===== config.mk =====
export PLATFORM = sky130hd
export DESIGN_NAME = seq_onehot_decoder
export DESIGN_NICKNAME = d
export VERILOG_FILES = /design/src/rtl/seq_onehot_decoder.sv
export SDC_FILE = /design/constraint.sdc
export NUM_CORES = 1
export LEC_CHECK = 0
export CORE_MARGIN = 2
export CORE_UTILIZATION = 48
export CTS_CLUSTER_SIZE = 25
export DETAILED_ROUTE_END_ITERATION = 6
export PLACE_DENSITY = 0.83
export SETUP_SLACK_MARGIN = 0.15
export SLEW_MARGIN = 20
export SYNTH_ARGS = -nofsm -noshare
export SYNTH_HDL_FRONTEND = slang
export SYNTH_SLANG_ARGS = --single-unit

===== constraint.sdc =====
create_clock -name clk -period 2.42 [get_ports clk]
set_clock_uncertainty 0.15 [all_clocks]
set_input_delay 0.484 -clock clk [delete_from_list [all_inputs] [get_ports clk]]
set_output_delay 0.484 -clock clk [all_outputs]
set_load 0.05 [all_outputs]

===== src/rtl/seq_onehot_decoder.sv =====
`default_nettype none
// ============================================================================
// Module   : seq_onehot_decoder
// Purpose  : Parametrised binary-to-one-hot decoder with a registered,
//            handshaked output. It also has an auto-scan mode that walks the
//            single active line up or down, one step every STEP_DIV clocks.
//            It drives select/enable fan-out (channel strobes, LED scan,
//            bank enables) from a small control FSM.
// Macro    : SEQ_ONEHOT_DECODER_RANGE_ERR_EN
//              defined   -> an out-of-range LOAD/SCAN code sets sticky err
//              undefined -> err is held at 0
// Params   : IN_W     width of in_code
//            NUM_OUT  number of one-hot lines (2 <= NUM_OUT <= 2**IN_W)
//            STEP_DIV clocks per scan step (>= 1)
// Ports    : clk        rising-edge clock
//            rst        synchronous active-high reset
//            in_valid   command valid
//            in_ready   command accepted when in_valid & in_ready
//            in_mode    00 LOAD, 01 SCAN_UP, 10 SCAN_DOWN, 11 CLEAR
//            in_code    line index (start index for scans)
//            y          registered one-hot output, zero when idle
//            y_valid    y holds a valid pattern
//            y_ready    downstream consumed y (honoured in HOLD only)
//            scan_wrap  one-cycle pulse while the wrapped scan line is shown
//            err        sticky range error
// Revision : 1.0  initial release
// ============================================================================
module seq_onehot_decoder #(
  parameter int IN_W     = 3,
  parameter int NUM_OUT  = 8,
  parameter int STEP_DIV = 4
) (
  input  logic               clk,
  input  logic               rst,
  input  logic               in_valid,
  output logic               in_ready,
  input  logic [1:0]         in_mode,
  input  logic [IN_W-1:0]    in_code,
  output logic [NUM_OUT-1:0] y,
  output logic               y_valid,
  input  logic               y_ready,
  output logic               scan_wrap,
  output logic               err
);

  localparam logic [1:0] c_ST_IDLE = 2'd0;
  localparam logic [1:0] c_ST_HOLD = 2'd1;
  localparam logic [1:0] c_ST_SCAN = 2'd2;

  localparam logic [1:0] c_MODE_LOAD  = 2'b00;
  localparam logic [1:0] c_MODE_DOWN  = 2'b10;
  localparam logic [1:0] c_MODE_CLEAR = 2'b11;

  localparam int                 c_DIV_W    = (STEP_DIV > 1) ? $clog2(STEP_DIV) : 1;
  localparam logic [c_DIV_W-1:0] c_DIV_LAST = c_DIV_W'(STEP_DIV - 1);
  // One extra bit so that NUM_OUT == 2**IN_W is still representable.
  localparam logic [IN_W:0]      c_NUM      = (IN_W + 1)'(NUM_OUT);
  localparam logic [IN_W-1:0]    c_PTR_LAST = IN_W'(NUM_OUT - 1);

`ifdef SEQ_ONEHOT_DECODER_RANGE_ERR_EN
  localparam logic c_ERR_EN = 1'b1;
`else
  localparam logic c_ERR_EN = 1'b0;
`endif

  logic [1:0]         r_state;
  logic [NUM_OUT-1:0] r_y;
  logic               r_y_valid;
  logic               r_wrap;
  logic               r_err;
  logic [IN_W-1:0]    r_ptr;
  logic [c_DIV_W-1:0] r_div;
  logic               r_dir;       // 1 = scanning downwards

  logic [1:0]         w_state_nx;
  logic [NUM_OUT-1:0] w_y_nx;
  logic               w_valid_nx;
  logic               w_wrap_nx;
  logic [IN_W-1:0]    w_ptr_nx;
  logic [c_DIV_W-1:0] w_div_nx;
  logic               w_dir_nx;
  logic               w_err_set;
  logic               w_err_clr;

  logic               w_accept;
  logic               w_code_ok;
  logic [NUM_OUT-1:0] w_code_dec;
  logic [IN_W-1:0]    w_ptr_step;
  logic               w_step_wrap;
  logic [NUM_OUT-1:0] w_step_dec;

  // Index-compare decoder: an index outside 0..NUM_OUT-1 yields all zeros,
  // so no nonexistent or multiple lines can ever be driven.
  function automatic logic [NUM_OUT-1:0] f_dec(input logic [IN_W-1:0] idx);
    logic [NUM_OUT-1:0] v;
    v = '0;
    for (int i = 0; i < NUM_OUT; i++) begin
      v[i] = (idx == IN_W'(i));
    end
    return v;
  endfunction

  assign in_ready  = (r_state != c_ST_HOLD) | y_ready;
  assign w_accept  = in_valid & in_ready;
  assign w_code_ok = ({1'b0, in_code} < c_NUM);
  assign w_code_dec = f_dec(in_code);

  // Next scan position; wrap is measured against NUM_OUT, not 2**IN_W.
  always_comb begin
    w_ptr_step  = r_ptr;
    w_step_wrap = 1'b0;
    if (r_dir) begin
      if (r_ptr == '0) begin
        w_ptr_step  = c_PTR_LAST;
        w_step_wrap = 1'b1;
      end else begin
        w_ptr_step  = r_ptr - 1'b1;
      end
    end else begin
      if (r_ptr == c_PTR_LAST) begin
        w_ptr_step  = '0;
        w_step_wrap = 1'b1;
      end else begin
        w_ptr_step  = r_ptr + 1'b1;
      end
    end
  end

  assign w_step_dec = f_dec(w_ptr_step);

  always_comb begin
    w_state_nx = r_state;
    w_y_nx     = r_y;
    w_valid_nx = r_y_valid;
    w_wrap_nx  = 1'b0;
    w_ptr_nx   = r_ptr;
    w_div_nx   = r_div;
    w_dir_nx   = r_dir;
    w_err_set  = 1'b0;
    w_err_clr  = 1'b0;

    if (w_accept) begin
      // An accepted command always wins over a coincident scan step.
      if (in_mode == c_MODE_CLEAR) begin
        w_state_nx = c_ST_IDLE;
        w_y_nx     = '0;
        w_valid_nx = 1'b0;
        w_ptr_nx   = '0;
        w_div_nx   = '0;
        w_err_clr  = 1'b1;
      end else if (!w_code_ok) begin
        w_state_nx = c_ST_IDLE;
        w_y_nx     = '0;
        w_valid_nx = 1'b0;
        w_div_nx   = '0;
        w_err_set  = 1'b1;
      end else if (in_mode == c_MODE_LOAD) begin
        w_state_nx = c_ST_HOLD;
        w_y_nx     = w_code_dec;
        w_valid_nx = 1'b1;
      end else begin
        w_state_nx = c_ST_SCAN;
        w_y_nx     = w_code_dec;
        w_valid_nx = 1'b1;
        w_ptr_nx   = in_code;
        w_div_nx   = '0;
        w_dir_nx   = (in_mode == c_MODE_DOWN);
      end
    end else begin
      case (r_state)
        c_ST_IDLE: ;
        c_ST_HOLD: begin
          if (y_ready) begin
            w_state_nx = c_ST_IDLE;
            w_y_nx     = '0;
            w_valid_nx = 1'b0;
          end
        end
        c_ST_SCAN: begin
          if (r_div == c_DIV_LAST) begin
            w_div_nx  = '0;
            w_ptr_nx  = w_ptr_step;
            w_y_nx    = w_step_dec;
            w_wrap_nx = w_step_wrap;
          end else begin
            w_div_nx  = r_div + 1'b1;
          end
        end
        default: begin
          // Unreachable encoding: fall back to a clean idle.
          w_state_nx = c_ST_IDLE;
          w_y_nx     = '0;
          w_valid_nx = 1'b0;
          w_ptr_nx   = '0;
          w_div_nx   = '0;
        end
      endcase
    end
  end

  always_ff @(posedge clk) begin
    if (rst) begin
      r_state   <= c_ST_IDLE;
      r_y       <= '0;
      r_y_valid <= 1'b0;
      r_wrap    <= 1'b0;
      r_ptr     <= '0;
      r_div     <= '0;
      r_dir     <= 1'b0;
    end else begin
      r_state   <= w_state_nx;
      r_y       <= w_y_nx;
      r_y_valid <= w_valid_nx;
      r_wrap    <= w_wrap_nx;
      r_ptr     <= w_ptr_nx;
      r_div     <= w_div_nx;
      r_dir     <= w_dir_nx;
    end
  end

  // With the range-error feature disabled the set term is constant 0,
  // so r_err never leaves its reset value.
  always_ff @(posedge clk) begin
    if (rst) begin
      r_err <= 1'b0;
    end else if (w_err_clr) begin
      r_err <= 1'b0;
    end else if (w_err_set & c_ERR_EN) begin
      r_err <= 1'b1;
    end
  end

  assign y         = r_y;
  assign y_valid   = r_y_valid;
  assign scan_wrap = r_wrap;
  assign err       = r_err;

endmodule
`default_nettype wire


# Word-level counts from Yosys, hierarchy flattened
# Index checks and enable logic that the tools add are counted.
dict set report totals {
  regBits 18
  latchBits 0
  ramBits 0
  rom_bits 0
  inputBits 9
  output_inout_bits 12
  elab_cells 86
  n_memories 0
}
dict set report classes {
  addsub 3
  n_mul 0
  div 0
  n_lt_le_gt_ge 0
  eq_ne 27
  n_shift 0
  mux 30
  bitwise 6
  n_reduce_logical 13
}
# op n
set op_table {}
lappend op_table {{8-bit two-way mux} 4}
lappend op_table {{3-bit == test (second input constant)} 9}
lappend op_table {{8-bit case mux with 3 select lines} 1}
lappend op_table {{3-bit two-way mux} 7}
lappend op_table {{2-bit two-way mux} 8}
lappend op_table {{3-bit by 2-bit == test with 1-bit output (second input constant)} 4}
lappend op_table {{3-bit logical NOT} 3}
lappend op_table {{3-bit != test (second input constant)} 3}
lappend op_table {{3-bit AND reduction} 3}
lappend op_table {{2-bit == test (second input constant)} 4}
lappend op_table {{2-bit case mux with 2 select lines} 2}
lappend op_table {{3-bit by 1-bit == test with 1-bit output (second input constant)} 2}
lappend op_table {{1-bit two-way mux} 6}
lappend op_table {{2-bit by 1-bit != test with 1-bit output (second input constant)} 3}
lappend op_table {{3-bit case mux with 2 select lines} 1}
lappend op_table {{2-bit logical NOT} 2}
lappend op_table {{1-bit NOT} 4}
lappend op_table {{2-bit AND reduction} 2}
lappend op_table {{2-bit OR reduction} 2}
lappend op_table {{4-bit OR reduction} 1}
lappend op_table {{3-bit by 1-bit adder with 3-bit output (second input constant)} 1}
lappend op_table {{3-bit by 1-bit subtractor with 3-bit output (second input constant)} 1}
lappend op_table {{2-bit by 1-bit adder with 2-bit output (second input constant)} 1}
lappend op_table {{2-bit by 1-bit == test with 1-bit output (second input constant)} 1}
lappend op_table {{other kinds (4)} 4}

# Longest topological paths before layout
dict set report depth {
  ltp_word 7
  ltp_mapped 6
  mapped_depth_nobuf 6
}

# Worst setup path before layout
# OpenSTA, ideal clock, no wires.
dict set report synth_path {
  path_type {input-to-reg}
  from {in y_ready}
  to {reg r_y[3], in the netlist y[3]}
  setup_time_ns 0.088
  arrival_time_ns 1.748
  required_ns 2.182
  path_slack_ns 0.434
  cell_stages 5
  path_buffers 1
  cell_sequence {or3b_1 -> clkbuf_1 -> and3b_1 -> nand3_1 -> a311oi_2}
}
dict set report synth_between {
  elab_chain_cells 4
  elab_cells_between_ends 7
  classes_between {eq/ne: 3; mux: 1; bitwise: 2; reduce/logical: 1}
}
# element line
set synth_rtl {}
lappend synth_rtl {{start: declaration} 41} ;# input logic y_ready,
lappend synth_rtl {{1-bit OR (*)} 103} ;# assign in_ready = (r_state != c_ST_HOLD) | y_ready;
lappend synth_rtl {{via in_ready} 36} ;# output logic in_ready,
lappend synth_rtl {{1-bit AND (*)} 104} ;# assign w_accept = in_valid & in_ready;
lappend synth_rtl {{3-bit != test (no line) / 2-bit != test (equally long branches)} n/a}
lappend synth_rtl {{3-bit AND reduction (no line)} n/a}
lappend synth_rtl {{end signal: assignment} 212} ;# r_y <= w_y_nx;
lappend synth_rtl {{end: declaration} 67} ;# logic [NUM_OUT-1:0] r_y;
# The timed path passes the listed nets; every way through them passes the cells marked *.
# A chain may end at the register's enable or synchronous reset.

# Worst setup path in the final report
dict set report layout_path {
  from {in y_ready}
  to {out in_ready}
}
dict set report layout_between {
  elab_chain_cells 1
}
# element line
set layout_rtl {}
lappend layout_rtl {{1-bit OR} 103}
lappend layout_rtl {{end: declaration} 36}
# Every way passes these cells.

==> flow_metrics.py <==
metrics = {
    "status": {
        "outcome": "finished clean",
    },
    "worst_setup_path": {
        "endpoint": "in_ready",
        "startpoint_type": "input port",
        "startpoint": "y_ready",
        "r2r_slack_ns": 0.34,
        "worstRegToRegCells": 6,
        "crit_fanout": 7,
        "required_ns": 1.79,
        "endpoint_kind": "output port",
        "timing.rr.start": "r_ptr[0]$_SDFFE_PP0P_",
        "crit_arrival_ns": 1.55,
        "worst_r2r_endpoint": "y[1]$_SDFFE_PP0P_",
        "path_class": "input port to output port",
    },
    "global_route": {
        "grt_use_met3_pct": 3.74,
        "met2_usage_pct": 30.6,
        "grt_max_degree": 17,
        "use_met1_pct": 25.0,
        "grt-ovfl-total": 0,
        "grt_usage_pct": 19.4,
        "grt_pass1_wl_mm": 3.86,
        "grt_pass1_vias": 864,
        "antenna_found_initial": 0,
        "grt_busiest_layer": "met2",
    },
    "drt": {
        "viasPerCell": 5.61,
        "dr.pass1.iters": 4,
        "drt-initial-drc-count": 22,
        "drc": 0,
        "drtAntennaViolNets": 0,
        "vias": 953,
        "drt-total-wl_mm": 2.25,
        "wl_per_cell_um": 13.2,
    },
    "synthesis": {
        "yosys_register_bits": 18,
        "synth_top_family_by_area": "compound AO/OA/AOI/OAI gates",
        "synth_cells": 124,
        "synth-edff-count": 0,
        "ys_seq_area_share_pct": 32.9,
        "yosys-mux-area-fraction_pct": 1.94,
        "yosysUniqueCellTypes": 37,
        "syn_area_per_cell_um2": 8.84,
        "yosysWarnings": 0,
        "synth-simple-area-share_pct": 24.3,
        "synthArstFlopShare_pct": 0,
        "synth_nets": 141,
        "syn-cell-area_mm2": 0.00110,
        "synth_compound_area_share_pct": 25.0,
        "synth_fa_ha_area_share_pct": 9.13,
        "ys.flop_type": "dfxtp_1",
        "synth_xor_area_share_pct": 0.799,
    },
    "floorplan": {
        "die_width_um": 51.8,
        "core_area_mm2": 0.00219,
        "ioPinCount": 21,
        "initial_core_util_pct": 50.0,
        "die_area_mm2": 0.00268,
        "rows": 17,
        "die_h_um": 51.8,
    },
    "cells_and_area": {
        "area_growth_pct": 20.8,
        "n_fill_cell": 192,
        "num-nets-final": 161,
        "layout_common_cells": "clkdlybuf4s50_1, dfxtp_1, nor2_1",
        "drive_gt1_share_pct": 10.6,
        "antenna_cells": 0,
        "fin_util_pct": 60.4,
    },
    "timing": {
        "setup_ws_ns": 0.238,
        "final.period_utilization_pct": 90.2,
        "rsz0062_at_grt": "false",
        "fin_tns_setup_ns": 0,
        "tightestPinTransition_ns": 0.583,
        "fin_crit_ns": 2.18,
        "setup_viol": 0,
        "slew_headroom_pct": 61.1,
        "finalMaxSlewViolations": 0,
        "hold_violations": 0,
        "clock.fmax_mhz": 458,
    },
    "placement": {
        "post-place-ws_ns": -0.00161,
        "port_buffers": 19,
        "place_hpwl_mm": 1.76,
        "gp_congestion": 0.877,
    },
    "clocking": {
        "cts_tree": "yes",
        "path_clk_slew_ns": 0.09,
        "cts_buffer_depth": 2,
        "cts_buffers": 3,
        "postCtsSetupRepairBufs": 0,
        "cts_root_buf": "clkbuf_4",
        "clock_latency_ns": 0.28,
        "cts.sinks": 18,
        "htreeDepth": 1,
    },
    "hold_path": {
        "worstHoldStart": "y_valid$_SDFFE_PP0P_",
        "hold_path.class": "flop to flop",
    },
    "pwr": {
        "irDropWorstVdd_uv": 296,
        "p_leak_uw": 0.000485,
        "power-per-cell-area_mw_per_mm2": 529,
    },
    "job": {
        "drv_cap": 0,
    },
}
[worst max-delay path: stages]
cell	delay (ns)
clkdlybuf4s50_1	0.43
or3b_4	0.42
buf_4	0.21
[cell usage after synthesis, drive strengths merged (4+ instances only)]
master,count,area (µm²)
a211oi,5,37.5
a21oi,11,55.1
a311oi,8,100
buf,4,31.3
dfxtp,18,360
ha,8,100
inv,5,18.8
nand2,6,22.5
nand3,6,30.0
nand3b,5,37.5
nor2,12,45.0
[through the flow]
step	cells	cell area, µm²	power [µW]	hold slack, ns
final	170	1320	700	0.351
after global routing	170	1320	742	0.387
after CTS	170	1320	705	0.357
after detailed placement	167	1300	562	0.333
after global placement	167	1300	555	0.315
after floorplan	124	1100	499	0.307
[worst min path at each step]
stage / depth (start not counted) / to / slack (ns)
final: 2 / y_valid$_SDFFE_PP0P_ / 0.35
after global routing: 2 / y[2]$_SDFFE_PP0P_ / 0.39
after CTS: 2 / y_valid$_SDFFE_PP0P_ / 0.36
after detailed placement: 2 / y_valid$_SDFFE_PP0P_ / 0.33
after global placement: 2 / r_div[1]$_SDFFE_PP0P_ / 0.31
after floorplan: 2 / r_div[1]$_SDFFE_PP0P_ / 0.31
[cells by family (layout without fill, tap and decap cells)]
| kind of cell | after synthesis | in the layout |
|---|---|---|
| fa+ha+maj | 8 | 8 |
| other cells | 1 | 1 |
| xor+xnor | 1 | 1 |
| buf+inv | 12 | 30 |
| flops | 18 | 18 |
| mux | 2 | 2 |
| compound gates | 35 | 35 |
| simple gates | 47 | 47 |
[registers in the layout, summed over array words and instances (netlist names)]
| signal | cells |
|---|---|
| r_ptr | 3 |
| y_valid | 1 |
| r_div | 2 |
| y | 8 |
| r_state | 2 |
| r_dir | 1 |
| scan_wrap | 1 |
[power breakdown]
group | internal [µW] | switching, µW
Clock | 57.8 | 85.0
Sequential | 317 | 16.5
Combinational | 87.5 | 135
[layout make-up]
type / count / area, µm² / share of cell area [%]
tap: 28 / 35.0 / 2.65
multi-input combinational: 94 / 677 / 51.1
sequential: 18 / 360 / 27.2
timing repair buffer: 22 / 210 / 15.9
inverter: 5 / 18.8 / 1.42
clock buffer: 3 / 22.5 / 1.70
[routing by layer]
metal / vias up / routed length [µm]
met2: 21 / 1050
met1: 433 / 1100
li1: 497 / -
met4: 0 / 30
met5: - / 0
met3: 2 / 72
[timing repair]
action                     in CTS  in global routing
setup endpoints to repair       0                  1
hold buffers                    0                  0
resized for setup               0                  1
hold endpoints to repair        0                  0
Power figures use the tool's default switching activity.
